`config.mk`:
```
export PLATFORM = sky130hd
export DESIGN_NAME = key_encoder
export DESIGN_NICKNAME = d
export VERILOG_FILES = /design/src/rtl/piano_pkg.sv /design/src/rtl/debouncer.sv /design/src/rtl/key_encoder.sv
export SDC_FILE = /design/constraint.sdc
export NUM_CORES = 1
export LEC_CHECK = 0
export CAP_MARGIN = 20
export CORE_MARGIN = 4
export CORE_UTILIZATION = 40
export DETAILED_ROUTE_END_ITERATION = 10
export SYNTH_ARGS = -nofsm -noshare
export SYNTH_HDL_FRONTEND = slang
export SYNTH_HIERARCHICAL = 1
export SYNTH_SLANG_ARGS = --single-unit
```
`constraint.sdc`:
```
create_clock -name clk_100M -period 1.8 [get_ports clk_100M]
set_input_delay 0.36 -clock clk_100M [delete_from_list [all_inputs] [get_ports clk_100M]]
set_output_delay 0.36 -clock clk_100M [all_outputs]
set_load 0.1 [all_outputs]
```
`src/rtl/piano_pkg.sv`:
```
// Shared note/octave definitions for the piano front end and tone stage.
package piano_pkg;

  localparam int NOTE_W   = 3;
  localparam int OCT_W    = 3;
  localparam int NUM_KEYS = 7;

  typedef enum logic [NOTE_W-1:0] {
    NOTE_NONE = 3'd0,
    NOTE_C    = 3'd1,
    NOTE_D    = 3'd2,
    NOTE_E    = 3'd3,
    NOTE_F    = 3'd4,
    NOTE_G    = 3'd5,
    NOTE_A    = 3'd6,
    NOTE_B    = 3'd7
  } note_e;

  localparam logic [OCT_W-1:0] OCT_MAX = 3'd7;

  typedef enum logic {
    SUS_PLAY = 1'b0,
    SUS_HOLD = 1'b1
  } sus_state_e;

  // Lowest pressed key wins, so C beats every other note.
  function automatic logic [NOTE_W-1:0] note_priority(input logic [NUM_KEYS-1:0] keys);
    logic [NOTE_W-1:0] code;
    code = NOTE_NONE;
    for (int i = NUM_KEYS - 1; i >= 0; i--) begin
      if (keys[i]) code = NOTE_W'(i + 1);
    end
    return code;
  endfunction

endpackage

```
`src/rtl/debouncer.sv`:
```
// Two-flop synchroniser followed by a consecutive-cycle debounce filter.
module debouncer #(
  parameter int DEBOUNCE_CYCLES = 1000000
) (
  input  logic clk_100M,
  input  logic rst,
  input  logic din,
  output logic dout
);

  localparam int CNT_W = $clog2(DEBOUNCE_CYCLES + 1);

  logic             sync_p0;
  logic             sync_p1;
  logic [CNT_W-1:0] cnt;

  always_ff @(posedge clk_100M or posedge rst) begin
    if (rst) begin
      sync_p0 <= 1'b0;
      sync_p1 <= 1'b0;
      cnt     <= '0;
      dout    <= 1'b0;
    end else begin
      sync_p0 <= din;
      sync_p1 <= sync_p0;
      // Any sample agreeing with the stable state restarts the interval.
      if (sync_p1 == dout) begin
        cnt <= '0;
      end else if (cnt == CNT_W'(DEBOUNCE_CYCLES - 1)) begin
        dout <= ~dout;
        cnt  <= '0;
      end else begin
        cnt <= cnt + 1'b1;
      end
    end
  end

endmodule

```
`src/rtl/key_encoder.sv`:
```
// Piano key front end: debounces note/octave buttons, encodes the note, tracks octave.
// Optional release sustain is enabled by defining KEY_SUSTAIN_EN.
module key_encoder
  import piano_pkg::*;
#(
  parameter int DEBOUNCE_CYCLES = 1000000,
  parameter int OCT_RESET       = 3,
  parameter int SUSTAIN_CYCLES  = 25000000
) (
  input  logic                clk_100M,
  input  logic                rst,
  input  logic [NUM_KEYS-1:0] btn_note,
  input  logic                btn_oct_up,
  input  logic                btn_oct_dn,
  output logic [NOTE_W-1:0]   note,
  output logic [OCT_W-1:0]    octave,
  output logic                key_valid
);

  if (DEBOUNCE_CYCLES < 2 || OCT_RESET < 0 || OCT_RESET > 7 || SUSTAIN_CYCLES < 1) begin : g_bad_param
    $error("key_encoder: parameter out of range");
  end

  logic [NUM_KEYS-1:0] note_db;
  logic                up_db;
  logic                dn_db;
  logic                up_prev;
  logic                dn_prev;
  logic [NOTE_W-1:0]   resolved;

  for (genvar i = 0; i < NUM_KEYS; i++) begin : g_note_db
    debouncer #(.DEBOUNCE_CYCLES(DEBOUNCE_CYCLES)) u_db (
      .clk_100M (clk_100M),
      .rst      (rst),
      .din      (btn_note[i]),
      .dout     (note_db[i])
    );
  end

  debouncer #(.DEBOUNCE_CYCLES(DEBOUNCE_CYCLES)) u_db_up (
    .clk_100M (clk_100M),
    .rst      (rst),
    .din      (btn_oct_up),
    .dout     (up_db)
  );

  debouncer #(.DEBOUNCE_CYCLES(DEBOUNCE_CYCLES)) u_db_dn (
    .clk_100M (clk_100M),
    .rst      (rst),
    .din      (btn_oct_dn),
    .dout     (dn_db)
  );

  assign resolved = note_priority(note_db);

  function automatic logic [OCT_W-1:0] step_octave(
    input logic [OCT_W-1:0] oct,
    input logic             up,
    input logic             dn
  );
    if (up && !dn && oct != OCT_MAX) return oct + 1'b1;
    if (dn && !up && oct != '0)      return oct - 1'b1;
    return oct;
  endfunction

  // Debounced -> octave register; edge detect gives one step per press.
  always_ff @(posedge clk_100M or posedge rst) begin
    if (rst) begin
      up_prev <= 1'b0;
      dn_prev <= 1'b0;
      octave  <= OCT_W'(OCT_RESET);
    end else begin
      up_prev <= up_db;
      dn_prev <= dn_db;
      octave  <= step_octave(octave, up_db & ~up_prev, dn_db & ~dn_prev);
    end
  end

`ifdef KEY_SUSTAIN_EN
  localparam int SUS_W = $clog2(SUSTAIN_CYCLES + 1);

  sus_state_e       state;
  logic [SUS_W-1:0] sus_cnt;

  // Debounced -> note register, with the last note held after release.
  always_ff @(posedge clk_100M or posedge rst) begin
    if (rst) begin
      state     <= SUS_PLAY;
      sus_cnt   <= '0;
      note      <= NOTE_NONE;
      key_valid <= 1'b0;
    end else begin
      case (state)
        SUS_PLAY: begin
          if (resolved != NOTE_NONE) begin
            note      <= resolved;
            key_valid <= 1'b1;
          end else if (note != NOTE_NONE) begin
            state   <= SUS_HOLD;
            sus_cnt <= SUS_W'(SUSTAIN_CYCLES - 1);
          end else begin
            key_valid <= 1'b0;
          end
        end
        SUS_HOLD: begin
          if (resolved != NOTE_NONE) begin
            note      <= resolved;
            key_valid <= 1'b1;
            state     <= SUS_PLAY;
          end else if (sus_cnt == '0) begin
            note      <= NOTE_NONE;
            key_valid <= 1'b0;
            state     <= SUS_PLAY;
          end else begin
            sus_cnt <= sus_cnt - 1'b1;
          end
        end
        default: state <= SUS_PLAY;
      endcase
    end
  end
`else
  // Debounced -> note register.
  always_ff @(posedge clk_100M or posedge rst) begin
    if (rst) begin
      note      <= NOTE_NONE;
      key_valid <= 1'b0;
    end else begin
      note      <= resolved;
      key_valid <= (resolved != NOTE_NONE);
    end
  end
`endif

endmodule

```
==> out/qor.json, run 1 <==
{
  "detailed_routing": {
    "drc": 0,
    "postRouteAntennaNets": 0,
    "avgRoutedWirePerCell_um": 13.3,
    "via_count": 7565,
    "drt_iter0_drc": 433,
    "via_per_inst": 5.04,
    "drt_pre_antenna_iters": 5,
    "detail_route.wirelength_um": 20000
  },
  "finish": {
    "area.growth.synth_to_final_pct": 23.9,
    "final_core_utilization_pct": 50.2,
    "final_layout_size_suffix_gt1_share_pct": 20.0,
    "fin_cells": 1501,
    "design_area_mm2": 0.0130,
    "num-nets-final": 1171,
    "num-fill-cells": 2313,
    "antenna-diode-count": 0
  },
  "clock_tree": {
    "htree_num_levels": 1,
    "holdBufCountCts": 0,
    "cts-root-buf": "sky130_fd_sc_hd__clkbuf_16",
    "cts.clk_slew.worst_paths_ns": 0.06,
    "ctsLongestPathBuffers": 3,
    "tritoncts": "built",
    "cts.sinks": 216,
    "tritoncts.num_buffers": 26,
    "worstSkewPairLatency_ns": 0.52
  },
  "flow_run": {
    "max_cap_viol_count": 0
  },
  "die": {
    "die_h_um": 170,
    "fp-row-count": 59,
    "floorplan.io_pins": 18,
    "die_w_um": 170,
    "floorplan.die_area_mm2": 0.0290,
    "design.core.area_mm2": 0.0260,
    "effective_utilization_at_floorplan_pct": 40.5
  },
  "logic_synthesis": {
    "post_synthesis_average_cell_area_um2": 10.3,
    "synth_common_cells": "sky130_fd_sc_hd__dfrtp_1 (214), sky130_fd_sc_hd__nor2_1 (175), sky130_fd_sc_hd__xnor2_1 (100), sky130_fd_sc_hd__nand2_1 (54), sky130_fd_sc_hd__nand3_1 (54)",
    "number_of_flops_mapped_to_enable_cells_by_yosys": 0,
    "synth.yosys.seq_area_share_pct": 51.4,
    "syn-cell-area_mm2": 0.0105,
    "synth_cells": 1021,
    "synthesis.yosys.warnings": 6,
    "ys_ff_latch": 216,
    "syn_nets": 1045,
    "yosysMostFrequentCell": "sky130_fd_sc_hd__dfrtp_1",
    "synth-async-reset-ratio_pct": 100,
    "ys.flop_type": "sky130_fd_sc_hd__dfrtp_1",
    "post_synth_num_cell_types": 37,
    "synthDominantAreaCellType": "sky130_fd_sc_hd__dfrtp_1",
    "synth_area_leaders": "sky130_fd_sc_hd__dfrtp_1 (51%), sky130_fd_sc_hd__xnor2_1 (8.3%), sky130_fd_sc_hd__nor2_1 (6.2%)",
    "netlist.area_leader.share_pct": 50.9
  },
  "global_routing": {
    "antenna_violations_before_repair": 0,
    "first_global_vias": 7545,
    "global_route_usage_sum_pct": 14.2,
    "grt_first_pass_wirelength_um": 35400,
    "globalRouteOverflowTotal": 0,
    "maximum_number_of_pins_on_one_net_before_global_route_repair": 24
  },
  "sta": {
    "timing.final.ws_setup_ns": 0.0626,
    "clock_skew_ns": 0.00880,
    "timing.final.setup_violations": 0,
    "unrepaired_setup_endpoints_after_global_routing": "yes",
    "layout_min_cycle_time_ns": 1.74,
    "finalHoldViolations": 0,
    "final_min_period_over_clock_period_pct": 96.5,
    "normalized_max_slew_margin_pct": 62.5,
    "worst-slew-pin-transition_ns": 0.560,
    "fmax_ghz": 0.576,
    "slew_viol_final": 0
  },
  "critical_path": {
    "startpoint_type": "flip-flop",
    "cp-end-kind": "flip-flop",
    "cpMaxStageDelayCell": "sky130_fd_sc_hd__or4_1",
    "max_stage_delay_ns": 0.58,
    "regToRegSetupSlack_ns": 0.06,
    "critical_path_arrival_ns": 2.17,
    "cp_max_fo": 4,
    "worst-setup-path-type": "flip-flop to flip-flop",
    "timing.critical_path.required_ns": 2.24,
    "timing.critical_path.cells": "nand4_4, or4_1, or3_1, a21oi_1"
  },
  "power_and_ir_drop": {
    "p_per_area_mw_per_mm2": 849,
    "cellLeakagePower_nw": 5.47,
    "report.power.total_mw": 11.1,
    "worst_ir_drop_vdd_mv": 0.693
  },
  "placed_design": {
    "dp_worst_setup_slack_ns": 0.0535,
    "dpl-instance-area_mm2": 0.0119,
    "port_buffers": 17,
    "placedCellCount": 1450,
    "final_replace_weighted_congestion": 0.796,
    "dp_hpwl_um": 13800
  },
  "min_path": {
    "hold_path.class": "primary input to flip-flop"
  },
  "status": {
    "run_status": "completed"
  }
}
[metrics by stage]
step	hold slack, ns	TNS, ns
2_1_floorplan	0.186	-0.0548
3_3_place_gp	0.332	0
3_5_place_dp	0.336	0
4_1_cts	0.257	0
5_1_grt	0.263	-0.0441
6_report	0.280	0
[worst max-delay path, delay by kind of cell (launching register included)]
| kind | cells | cell delay [ns] |
|---|---|---|
| AND/OR/NAND/NOR | 3 | 1.06 |
| flip-flops | 1 | 0.44 |
| AO/OA/AOI/OAI | 1 | 0.16 |
[state kept, by name, summed over array words and instances, names as in the netlist, 3 cells and up]
register                flops
g_note_db.u_db/cnt        140
g_note_db.u_db/dout         7
g_note_db.u_db/sync_p0      7
g_note_db.u_db/sync_p1      7
note                        3
octave                      3
u_db_dn/cnt                20
u_db_up/cnt                20
[layout by cell type, fill, tap and decap left out, types with 8 or more instances in the layout]
cell type and instances:
sky130_fd_sc_hd__or4_1 8, sky130_fd_sc_hd__nor4b_1 16, sky130_fd_sc_hd__and2_1 9, sky130_fd_sc_hd__nor4_1 37, sky130_fd_sc_hd__nor2_2 9, sky130_fd_sc_hd__buf_12 13, sky130_fd_sc_hd__o21ai_2 9, sky130_fd_sc_hd__a21oi_1 21
sky130_fd_sc_hd__ha_1 9, sky130_fd_sc_hd__dfrtp_2 18, sky130_fd_sc_hd__xnor2_1 100, sky130_fd_sc_hd__nor3_1 45, sky130_fd_sc_hd__buf_4 84, sky130_fd_sc_hd__and4_1 18, sky130_fd_sc_hd__mux2i_1 18, sky130_fd_sc_hd__nand4_1 27
sky130_fd_sc_hd__nand3_1 54, sky130_fd_sc_hd__or3_1 18, sky130_fd_sc_hd__clkdlybuf4s50_1 10, sky130_fd_sc_hd__mux2_2 9, sky130_fd_sc_hd__clkbuf_16 27, sky130_fd_sc_hd__dfrtp_1 196, sky130_fd_sc_hd__nand2_1 54, sky130_fd_sc_hd__o21ai_0 19
sky130_fd_sc_hd__nor2_1 166, sky130_fd_sc_hd__nand4_4 9, sky130_fd_sc_hd__nor4_4 8, sky130_fd_sc_hd__inv_1 49, sky130_fd_sc_hd__xor2_1 45, sky130_fd_sc_hd__nand4_2 9
[path summary, 6_finish.rpt]
| path | from | to | cells past startpoint |
|---|---|---|---|
| max | g_note_db[1].u_db/cnt[6]$_DFF_PP0_ | g_note_db[1].u_db/cnt[17]$_DFF_PP0_ | 4 |
| min | btn_oct_up | u_db_up/sync_p0$_DFF_PP0_ | 1 |
| max reg2reg | g_note_db[1].u_db/cnt[6]$_DFF_PP0_ | g_note_db[1].u_db/cnt[17]$_DFF_PP0_ | 4 |
| min reg2reg | g_note_db[3].u_db/sync_p0$_DFF_PP0_ | g_note_db[3].u_db/sync_p1$_DFF_PP0_ | 0 |
| max in group asynchronous | rst | g_note_db[4].u_db/cnt[8]$_DFF_PP0_ | 3 |
| min in group asynchronous | rst | octave[2]$_DFFE_PP0P_ | 3 |
[timing repair]
action	4_1_cts	5_1_grt
endpoints found under the setup margin	0	26
resized for setup	0	49
buffers inserted	0	4
[area by class of cell]
cell class / count / area (um2) / area share, %
Sequential cell: 216 / 5440 / 41.7
Multi-Input combinational cell: 745 / 5040 / 38.6
Clock inverter: 12 / 191 / 1.47
Clock buffer: 35 / 766 / 5.87
Tap cell: 335 / 419 / 3.21
Inverter: 51 / 196 / 1.51
Timing Repair Buffer: 107 / 991 / 7.60
[report_power, final]
group	switching (mW)	leakage [nW]	internal (mW)
Sequential	0.0670	2.92	4.93
Combinational	0.220	2.07	0.140
Clock	2.03	0.473	3.69
Total	2.32	5.47	8.75
[kinds of logic after synthesis]
family / after synthesis / share of synthesized area (%)
adder cells (fa/ha/maj): 13 / 1.55
XOR/XNOR: 145 / 12.1
AND/OR/NAND/NOR: 506 / 27.0
flip-flops: 216 / 51.4
multiplexers: 27 / 2.68
buffers and inverters: 60 / 2.25
AO/OA/AOI/OAI: 54 / 3.09
[metal layers]
| layer | GRT usage [%] | up-vias | routed length [um] | part of all wire [%] |
|---|---|---|---|---|
| li1 | - | 3820 | - | - |
| met1 | 19.9 | 3631 | 9640 | 48 |
| met2 | 22.9 | 76 | 9330 | 47 |
| met3 | 2.23 | 38 | 531 | 2.7 |
| met4 | 4.17 | 0 | 532 | 2.7 |
| met5 | 0 | - | 0 | 0 |
Power figures use the tool's default switching activity.
==> run 2: changes to the inputs <==
--- a/config.mk
+++ b/config.mk
@@ -5,9 +5,11 @@
 export SDC_FILE = /design/constraint.sdc
 export NUM_CORES = 1
 export LEC_CHECK = 0
+export ABC_AREA = 1
 export CAP_MARGIN = 20
+export CORE_ASPECT_RATIO = 1.25
 export CORE_MARGIN = 4
-export CORE_UTILIZATION = 40
+export CORE_UTILIZATION = 23
 export DETAILED_ROUTE_END_ITERATION = 10
 export SYNTH_ARGS = -nofsm -noshare
 export SYNTH_HDL_FRONTEND = slang
==> run 2 against run 1 <==
  * First-iteration DRC count shrank 3.2%
  * Non-clock buffer count is 80 lower
  * Worst setup slack worse by 0.0016 ns
  * Utilization fell by 23 points
  * Largest power group is now registers
  * Total power decreased by 6.8%
  * Hold slack worse by 0.015 ns
  * Sequential power hardly changed
  * Combinational power up 4%
  * Critical path type is now flip-flop to primary output
  * Die area grew 100%
  * Clock skew increased by 0.012 ns
  * Via count increased by 28%
==> out/qor.json, run 2 <==
{
  "critical_path": {
    "startpoint_type": "flip-flop",
    "cp_num_buf_inv": {"value": 1, "change": "+1"},
    "timing.critical_path.cells": "buf_12",
    "cp-end-kind": "primary output",
    "ff2ff_path_depth": {"value": 9, "change": "+5"},
    "critical_path.reg2reg.endpoint": "octave[2]$_DFFE_PP0P_",
    "cpMaxStageDelayCell": "sky130_fd_sc_hd__dfstp_4",
    "regToRegStartpoint": "octave[0]$_DFFE_PP1P_",
    "worst-setup-path-type": "flip-flop to primary output",
    "critical_path_arrival": {"value": 1.38, "unit": "ns", "change": "-0.79 ns"},
    "max_stage_delay": {"value": 0.65, "unit": "ns", "change": "+0.07 ns"},
    "timing.critical_path.required": {"value": 1.44, "unit": "ns", "change": "-0.80 ns"},
    "regToRegSetupSlack": {"value": 0.15, "unit": "ns", "change": "+0.09 ns"},
    "critical-path-top-delay-family": "flip-flops",
    "cp_max_fo": {"value": 4, "change": "unchanged"}
  },
  "logic_synthesis": {
    "synth_area_leaders": "sky130_fd_sc_hd__dfrtp_1 (43%), sky130_fd_sc_hd__nor2_1 (9.8%), sky130_fd_sc_hd__nand2_1 (6.1%)",
    "syn-cell-area": {"value": 0.0126, "unit": "mm2", "change": "+19%"},
    "syn_nets": {"value": 1549, "change": "+48%"},
    "post_synth_num_cell_types": {"value": 27, "change": "-27%"},
    "synth-async-reset-ratio": {"value": 100, "unit": "%", "change": "unchanged"},
    "number_of_flops_mapped_to_enable_cells_by_yosys": {"value": 0, "change": "unchanged"},
    "post_synthesis_average_cell_area": {"value": 8.24, "unit": "um2", "change": "-20%"},
    "yosysMostFrequentCell": "sky130_fd_sc_hd__nor2_1",
    "synth.yosys.seq_area_share": {"value": 43.0, "unit": "%", "change": "-8.3 points"},
    "synthDominantAreaCellType": "sky130_fd_sc_hd__dfrtp_1",
    "synth_cells": {"value": 1525, "change": "+49%"},
    "synth_common_cells": "sky130_fd_sc_hd__nor2_1 (327), sky130_fd_sc_hd__dfrtp_1 (214), sky130_fd_sc_hd__nand2_1 (205), sky130_fd_sc_hd__inv_1 (155), sky130_fd_sc_hd__nand3_1 (104)",
    "netlist.area_leader.share": {"value": 42.6, "unit": "%", "change": "-8.3 points"},
    "ys_ff_latch": {"value": 216, "change": "unchanged"},
    "synthesis.yosys.warnings": {"value": 6, "change": "unchanged"},
    "ys.flop_type": "sky130_fd_sc_hd__dfrtp_1"
  },
  "detailed_routing": {
    "drt_pre_antenna_iters": {"value": 5, "change": "unchanged"},
    "via_count": {"value": 9654, "change": "+28%"},
    "postRouteAntennaNets": {"value": 0, "change": "unchanged"},
    "drc": {"value": 0, "change": "unchanged"},
    "detail_route.wirelength": {"value": 26200, "unit": "um", "change": "+31%"},
    "avgRoutedWirePerCell": {"value": 11.2, "unit": "um", "change": "-16%"},
    "via_per_inst": {"value": 4.15, "change": "-18%"},
    "drt_iter0_drc": {"value": 419, "change": "-3.2%"}
  },
  "die": {
    "fp-row-count": {"value": 95, "change": "+61%"},
    "die_h": {"value": 269, "unit": "um", "change": "+58%"},
    "design.core.area": {"value": 0.0540, "unit": "mm2", "change": "+110%"},
    "effective_utilization_at_floorplan": {"value": 23.3, "unit": "%", "change": "-17 points"},
    "die_w": {"value": 217, "unit": "um", "change": "+28%"},
    "floorplan.io_pins": {"value": 18, "change": "unchanged"},
    "floorplan.die_area": {"value": 0.0585, "unit": "mm2", "change": "+100%"}
  },
  "clock_tree": {
    "htree_num_levels": {"value": 1, "change": "unchanged"},
    "tritoncts.num_buffers": {"value": 25, "change": "-3.8%"},
    "cts-root-buf": "sky130_fd_sc_hd__clkbuf_16",
    "cts_setup_buffers": {"value": 0, "change": "unchanged"},
    "ctsLongestPathBuffers": {"value": 3, "change": "unchanged"},
    "tritoncts": "built",
    "holdBufCountCts": {"value": 0, "change": "unchanged"},
    "cts.clk_slew.worst_paths": {"value": 0.06, "unit": "ns", "change": "about the same"},
    "worstSkewPairLatency": {"value": 0.55, "unit": "ns", "change": "+0.03 ns"},
    "cts.sinks": {"value": 216, "change": "unchanged"},
    "cts.repair.resized": {"value": 0, "change": "unchanged"}
  },
  "sta": {
    "layout_min_cycle_time": {"value": 1.74, "unit": "ns", "change": "+0.00162 ns"},
    "worst-slew-pin-transition": {"value": 0.450, "unit": "ns", "change": "-0.111 ns"},
    "slew_viol_final": {"value": 0, "change": "unchanged"},
    "final_min_period_over_clock_period": {"value": 96.6, "unit": "%", "change": "about the same"},
    "fmax": {"value": 0.575, "unit": "GHz", "change": "about the same"},
    "normalized_max_slew_margin": {"value": 70.0, "unit": "%", "change": "+7.5 points"},
    "finalHoldViolations": {"value": 0, "change": "unchanged"},
    "timing.final.ws_setup": {"value": 0.0610, "unit": "ns", "change": "-0.00162 ns"},
    "timing.final.setup_violations": {"value": 0, "change": "unchanged"},
    "tns": {"value": 0, "unit": "ns", "change": "unchanged"},
    "clock_skew": {"value": 0.0204, "unit": "ns", "change": "+0.0116 ns"},
    "unrepaired_setup_endpoints_after_global_routing": "no"
  },
  "placed_design": {
    "dp_hpwl": {"value": 19700, "unit": "um", "change": "+43%"},
    "final_replace_weighted_congestion": {"value": 0.876, "change": "+10%"},
    "dp_worst_setup_slack": {"value": 0.158, "unit": "ns", "change": "+0.104 ns"},
    "port_buffers": {"value": 17, "change": "unchanged"}
  },
  "finish": {
    "top_library_cells_by_usage_in_the_layout_fill_and_taps_aside": "sky130_fd_sc_hd__nor2_1 (327), sky130_fd_sc_hd__dfrtp_1 (214), sky130_fd_sc_hd__nand2_1 (205), sky130_fd_sc_hd__inv_1 (155), sky130_fd_sc_hd__nand3_1 (104)",
    "final_layout_size_suffix_gt1_share": {"value": 22.3, "unit": "%", "change": "+2.3 points"},
    "multi_input_gate_area": {"value": 0.00650, "unit": "mm2", "change": "+29%"},
    "area.growth.synth_to_final_pct": 16.3,
    "largest_register_by_flop_count": "g_note_db.u_db/cnt",
    "num-fill-cells": {"value": 5848, "change": "+150%"},
    "antenna-diode-count": {"value": 0, "change": "unchanged"},
    "seq_area": {"value": 0.00541, "unit": "mm2", "change": "-0.48%"},
    "num-nets-final": {"value": 1603, "change": "+37%"},
    "largest_reg_flops": {"value": 140, "change": "unchanged"},
    "commonest_non_fill_non_tap_cell_in_the_layout": "sky130_fd_sc_hd__nor2_1",
    "biggestRegsByFlops": "g_note_db.u_db/cnt (140), u_db_dn/cnt (20), u_db_up/cnt (20)"
  },
  "power_and_ir_drop": {
    "worst_ir_drop_vdd": {"value": 0.597, "unit": "mV", "change": "-14%"},
    "cellLeakagePower": {"value": 6.02, "unit": "nW", "change": "+10%"},
    "p_per_area": {"value": 706, "unit": "mW/mm2", "change": "-17%"}
  },
  "global_routing": {
    "maximum_number_of_pins_on_one_net_before_global_route_repair": {"value": 24, "change": "unchanged"},
    "grt_first_pass_wirelength": {"value": 46000, "unit": "um", "change": "+30%"},
    "global_route_usage_sum": {"value": 9.06, "unit": "%", "change": "-5.1 points"},
    "first_global_vias": {"value": 9888, "change": "+31%"},
    "globalRouteOverflowTotal": {"value": 0, "change": "unchanged"},
    "antenna_violations_before_repair": {"value": 0, "change": "unchanged"}
  },
  "status": {
    "run_status": "completed"
  },
  "min_path": {
    "hold_depth": {"value": 1, "change": "unchanged"},
    "hold_path.startpoint": "btn_oct_dn",
    "hold-path-endpoint": "u_db_dn/sync_p0$_DFF_PP0_",
    "hold_path.class": "primary input to flip-flop"
  },
  "flow_run": {
    "max_cap_viol_count": {"value": 0, "change": "unchanged"}
  }
}
## run 2: cell types whose count changed in the layout (fill, tap and decap cells not counted), sizes merged, moves of 47 or more
cell | before | now
inv | 51 | 175
nand3 | 54 | 123
nor4 | 47 | 0
buf | 97 | 17
xnor2 | 100 | 18
nor2 | 175 | 436
nand2 | 54 | 305
## run 2: worst max path at each step
stage                          startpoint  slack [ns]  cells past startpoint                    end
global placement    octave[0]$_DFFE_PP1P_        0.22                      9  octave[2]$_DFFE_PP0P_
finish              octave[0]$_DFFE_PP1P_        0.06                      1              octave[0]
floorplan           octave[1]$_DFFE_PP1P_       0.007                      9  octave[2]$_DFFE_PP0P_
global route        octave[0]$_DFFE_PP1P_       0.006                      1              octave[0]
CTS                 octave[0]$_DFFE_PP1P_       0.008                      1              octave[0]
detailed placement  octave[0]$_DFFE_PP1P_        0.16                      9  octave[2]$_DFFE_PP0P_
## run 2: routing by layer
metal / global-route usage [%] / share of wire (%) / up-vias
met1: 10.7 / 42 / 4577
met4: 3.85 / 3.6 / 0
li1: - / - / 4918
met3: 1.17 / 2.6 / 55
met2: 16.4 / 51 / 104
met5: 0 / 0 / -
## run 2: final cells by class
type | instances | share of cell area (%)
Sequential cell | 216 | 37.0
Inverter | 174 | 4.47
Clock buffer | 33 | 4.97
Clock inverter | 13 | 0.634
Tap cell | 727 | 6.23
Timing Repair Buffer | 27 | 2.16
Multi-Input combinational cell | 1135 | 44.5
## run 2: cells by family after synthesis
logic type	after synthesis	synth area share, %
flip-flops	216	43.0
AO/OA/AOI/OAI	64	2.57
AND/OR/NAND/NOR	967	41.0
buffers and inverters	174	5.20
adder cells (fa/ha/maj)	13	1.29
XOR/XNOR	91	6.88
## run 2: report_power, final
part | total [mW] | switching, mW | internal (mW) | leakage, nW
Clock | 4.97 | 2.12 | 2.85 | 0.397
Sequential | 4.97 | 0.0496 | 4.93 | 2.95
Combinational | 0.373 | 0.266 | 0.107 | 2.68
## run 2: stage by stage
step	power, mW	util [%]	hold WS, ns	area (um2)	cells
after floorplan	5.31	-	0.186	12600	1525
after global placement	5.44	25.6	0.335	13800	2279
after detailed placement	5.45	25.6	0.335	13800	2279
after CTS	10.6	27.1	0.218	14600	2325
after global routing	10.8	27.1	0.227	14600	2325
final	10.3	27.1	0.266	14600	2325
==> run 3: changes to the inputs <==
==> constraint.sdc (replaced) <==
create_clock -name clk_100M -period 1.5 [get_ports clk_100M]
set_input_delay 0.3 -clock clk_100M [delete_from_list [all_inputs] [get_ports clk_100M]]
set_output_delay 0.3 -clock clk_100M [all_outputs]
set_load 0.1 [all_outputs]
==> run 3 against run 2 <==
  * The flow now finishes with violations (setup timing)
  * Die area stayed put
  * Wire length about the same
  * Design area grew 4.3%
  * Register-to-register slack worse by 0.23 ns
  * Flip-flop and latch count unchanged
  * Combinational power up 39%
  * Global-route usage decreased by 0.082 points
  * Critical path type unchanged
  * Highest routed layer unchanged
==> out/qor.json, run 3 (synthesized netlist as in run 2, its figures left out) <==
{
  "global_routing": {
    "globalRouteOverflowTotal": {"value": 0, "change": "unchanged"},
    "antenna_violations_before_repair": {"value": 0, "change": "unchanged"},
    "maximum_number_of_pins_on_one_net_before_global_route_repair": {"value": 24, "change": "unchanged"},
    "grt_first_pass_wirelength": {"value": 45700, "unit": "um", "change": "-0.51%"},
    "first_global_vias": {"value": 9776, "change": "-1.1%"},
    "global_route_usage_sum": {"value": 8.97, "unit": "%", "change": "-0.082 points"}
  },
  "critical_path": {
    "regToRegSetupSlack": {"value": -0.08, "unit": "ns", "change": "-0.23 ns"},
    "cp-end-kind": "primary output",
    "regToRegStartpoint": "octave[1]$_DFFE_PP1P_",
    "cpMaxStageDelayCell": "sky130_fd_sc_hd__dfstp_4",
    "worst-setup-path-type": "flip-flop to primary output",
    "critical-path-top-delay-family": "flip-flops",
    "timing.critical_path.cells": "buf_12",
    "critical_path.reg2reg.endpoint": "octave[2]$_DFFE_PP0P_",
    "max_stage_delay": {"value": 0.63, "unit": "ns", "change": "-0.02 ns"},
    "critical_path_arrival": {"value": 1.35, "unit": "ns", "change": "-0.03 ns"},
    "startpoint_type": "flip-flop",
    "timing.critical_path.required": {"value": 1.20, "unit": "ns", "change": "-0.24 ns"},
    "cp_num_buf_inv": {"value": 1, "change": "unchanged"},
    "cp_max_fo": {"value": 2, "change": "-2"},
    "ff2ff_path_depth": {"value": 10, "change": "+1"}
  },
  "placed_design": {
    "dpl-instance-area": {"value": 0.0140, "unit": "mm2", "change": "+1.6%"},
    "final_replace_weighted_congestion": {"value": 0.860, "change": "-1.8%"},
    "placedCellCount": {"value": 2288, "change": "+0.39%"},
    "dp_hpwl": {"value": 19500, "unit": "um", "change": "-0.69%"},
    "port_buffers": {"value": 17, "change": "unchanged"}
  },
  "min_path": {
    "hold_path.startpoint": "btn_oct_dn",
    "hold-path-endpoint": "u_db_dn/sync_p0$_DFF_PP0_",
    "hold_depth": {"value": 1, "change": "unchanged"},
    "hold_path.class": "primary input to flip-flop"
  },
  "sta": {
    "fmax_ghz": 0.605,
    "timing.final.ws_setup": {"value": -0.153, "unit": "ns", "change": "-0.214 ns"},
    "unrepaired_setup_endpoints_after_global_routing": "yes",
    "normalized_max_slew_margin": {"value": 76.9, "unit": "%", "change": "+6.9 points"},
    "clock_skew": {"value": 0.0177, "unit": "ns", "change": "-0.00269 ns"},
    "slew_viol_final": {"value": 0, "change": "unchanged"},
    "finalHoldViolations": {"value": 0, "change": "unchanged"},
    "tns": {"value": -0.523, "unit": "ns", "change": "-0.523 ns"},
    "worst-slew-pin-transition": {"value": 0.346, "unit": "ns", "change": "-0.103 ns"},
    "layout_min_cycle_time_ns": 1.65,
    "final_min_period_over_clock_period_pct": 110,
    "timing.final.setup_violations": {"value": 5, "change": "+5"}
  },
  "clock_tree": {
    "tritoncts.num_buffers": {"value": 27, "change": "+8.0%"},
    "cts.sinks": {"value": 216, "change": "unchanged"},
    "ctsLongestPathBuffers": {"value": 3, "change": "unchanged"},
    "cts.clk_slew.worst_paths": {"value": 0.06, "unit": "ns", "change": "about the same"},
    "worstSkewPairLatency": {"value": 0.56, "unit": "ns", "change": "about the same"},
    "cts-root-buf": "sky130_fd_sc_hd__clkbuf_16",
    "tritoncts": "built",
    "htree_num_levels": {"value": 1, "change": "unchanged"}
  },
  "power_and_ir_drop": {
    "net-switching-power": {"value": 2.97, "unit": "mW", "change": "+22%"},
    "cellLeakagePower": {"value": 6.27, "unit": "nW", "change": "+4.1%"},
    "p_per_area": {"value": 904, "unit": "mW/mm2", "change": "+28%"},
    "report.power.total": {"value": 13.8, "unit": "mW", "change": "+33%"},
    "clock_power_share": {"value": 52.9, "unit": "%", "change": "+4.7 points"},
    "power_report.internal_total": {"value": 10.8, "unit": "mW", "change": "+37%"},
    "share_comb_of_total_power": {"value": 3.8, "unit": "%", "change": "+0.2 points"},
    "p_sw_share": {"value": 21.6, "unit": "%", "change": "-2.0 points"},
    "power.share.sequential": {"value": 43.4, "unit": "%", "change": "-4.8 points"},
    "worst_ir_drop_vdd": {"value": 0.671, "unit": "mV", "change": "+12%"}
  },
  "finish": {
    "design_area": {"value": 0.0152, "unit": "mm2", "change": "+4.3%"},
    "biggestRegsByFlops": "g_note_db.u_db/cnt (140), u_db_dn/cnt (20), u_db_up/cnt (20)",
    "num-nets-final": {"value": 1625, "change": "+1.4%"},
    "fin_cells": {"value": 2349, "change": "+1.0%"},
    "area.growth.synth_to_final_pct": 21.3,
    "antenna-diode-count": {"value": 0, "change": "unchanged"},
    "final_layout_size_suffix_gt1_share": {"value": 25.3, "unit": "%", "change": "+3.0 points"},
    "top_library_cells_by_usage_in_the_layout_fill_and_taps_aside": "sky130_fd_sc_hd__nor2_1 (318), sky130_fd_sc_hd__dfrtp_1 (213), sky130_fd_sc_hd__nand2_1 (200), sky130_fd_sc_hd__inv_1 (150), sky130_fd_sc_hd__nand3_1 (101)",
    "num-fill-cells": {"value": 5833, "change": "-0.26%"},
    "largest_register_by_flop_count": "g_note_db.u_db/cnt",
    "final_core_utilization": {"value": 28.2, "unit": "%", "change": "+1.2 points"},
    "largest_reg_flops": {"value": 140, "change": "unchanged"},
    "commonest_non_fill_non_tap_cell_in_the_layout": "sky130_fd_sc_hd__nor2_1"
  },
  "die": {
    "design.core.area": {"value": 0.0540, "unit": "mm2", "change": "unchanged"},
    "die_h": {"value": 269, "unit": "um", "change": "unchanged"},
    "fp-row-count": {"value": 95, "change": "unchanged"},
    "floorplan.die_area": {"value": 0.0585, "unit": "mm2", "change": "unchanged"},
    "effective_utilization_at_floorplan": {"value": 23.3, "unit": "%", "change": "unchanged"},
    "die_w": {"value": 217, "unit": "um", "change": "unchanged"},
    "floorplan.io_pins": {"value": 18, "change": "unchanged"}
  },
  "detailed_routing": {
    "via_per_inst": {"value": 4.14, "change": "-0.27%"},
    "drt_pre_antenna_iters": {"value": 4, "change": "-1"},
    "postRouteAntennaNets": {"value": 0, "change": "unchanged"},
    "detail_route.wirelength": {"value": 26200, "unit": "um", "change": "about the same"},
    "avgRoutedWirePerCell": {"value": 11.1, "unit": "um", "change": "-1.0%"},
    "drc": {"value": 0, "change": "unchanged"},
    "via_count": {"value": 9727, "change": "+0.76%"},
    "drt_iter0_drc": {"value": 558, "change": "+33%"}
  },
  "status": {
    "violations": "setup timing",
    "run_status": "finished, violations left"
  },
  "flow_run": {
    "max_cap_viol_count": {"value": 0, "change": "unchanged"}
  }
}
[run 3: stage by stage]
| step | setup slack [ns] | hold slack, ns |
|---|---|---|
| after global placement | 0.0478 | 0.333 |
| after CTS | -0.194 | 0.161 |
| final | -0.153 | 0.190 |
| after detailed placement | 0.0177 | 0.335 |
| after global routing | -0.204 | 0.172 |
| after floorplan | -0.109 | 0.126 |
[run 3: cell type report]
class                           instances  area [um2]  area share, %
Clock buffer                           32         734           4.82
Tap cell                              727         910           5.97
Multi-Input combinational cell       1135        6660           43.7
Clock inverter                         18         287           1.88
Sequential cell                       216        5420           35.5
Timing Repair Buffer                   47         578           3.79
Inverter                              174         653           4.29
[run 3: what timing repair did]
item	CTS	global route
pin swaps	0	15
setup endpoints to repair	3	97
hold buffers	0	0
gates resized for setup	1	33
buffers inserted	3	8
hold endpoints to repair	0	0
[run 3: worst max path at each step]
stage | start | end | slack [ns] | depth (start not counted)
6_report | octave[1]$_DFFE_PP1P_ | octave[1] | -0.15 | 1
5_1_grt | octave[1]$_DFFE_PP1P_ | octave[1] | -0.20 | 1
4_1_cts | octave[1]$_DFFE_PP1P_ | octave[1] | -0.19 | 1
2_1_floorplan | octave[1]$_DFFE_PP1P_ | octave[2]$_DFFE_PP0P_ | -0.11 | 9
3_3_place_gp | octave[0]$_DFFE_PP1P_ | octave[2]$_DFFE_PP0P_ | 0.05 | 9
3_5_place_dp | octave[0]$_DFFE_PP1P_ | octave[2]$_DFFE_PP0P_ | 0.02 | 9
[run 3: per-layer routing]
layer  GRT usage (%)  vias up  part of all wire (%)
li1                -     4958                     -
met1            11.3     4630                    45
met2            15.8      101                    50
met3            1.70       38                   3.0
met4            2.36        0                   2.1
met5               0        -                     0
[run 3: power groups by stage]
| stage | combinational (mW) | clock, mW | sequential, mW |
|---|---|---|---|
| after floorplan | 0.311 | 0 | 6.06 |
| after global placement | 0.511 | 0 | 6.07 |
| after detailed placement | 0.525 | 0 | 6.07 |
| after CTS | 0.527 | 7.57 | 5.97 |
| after global routing | 0.598 | 7.81 | 5.98 |
| final | 0.517 | 7.28 | 5.97 |
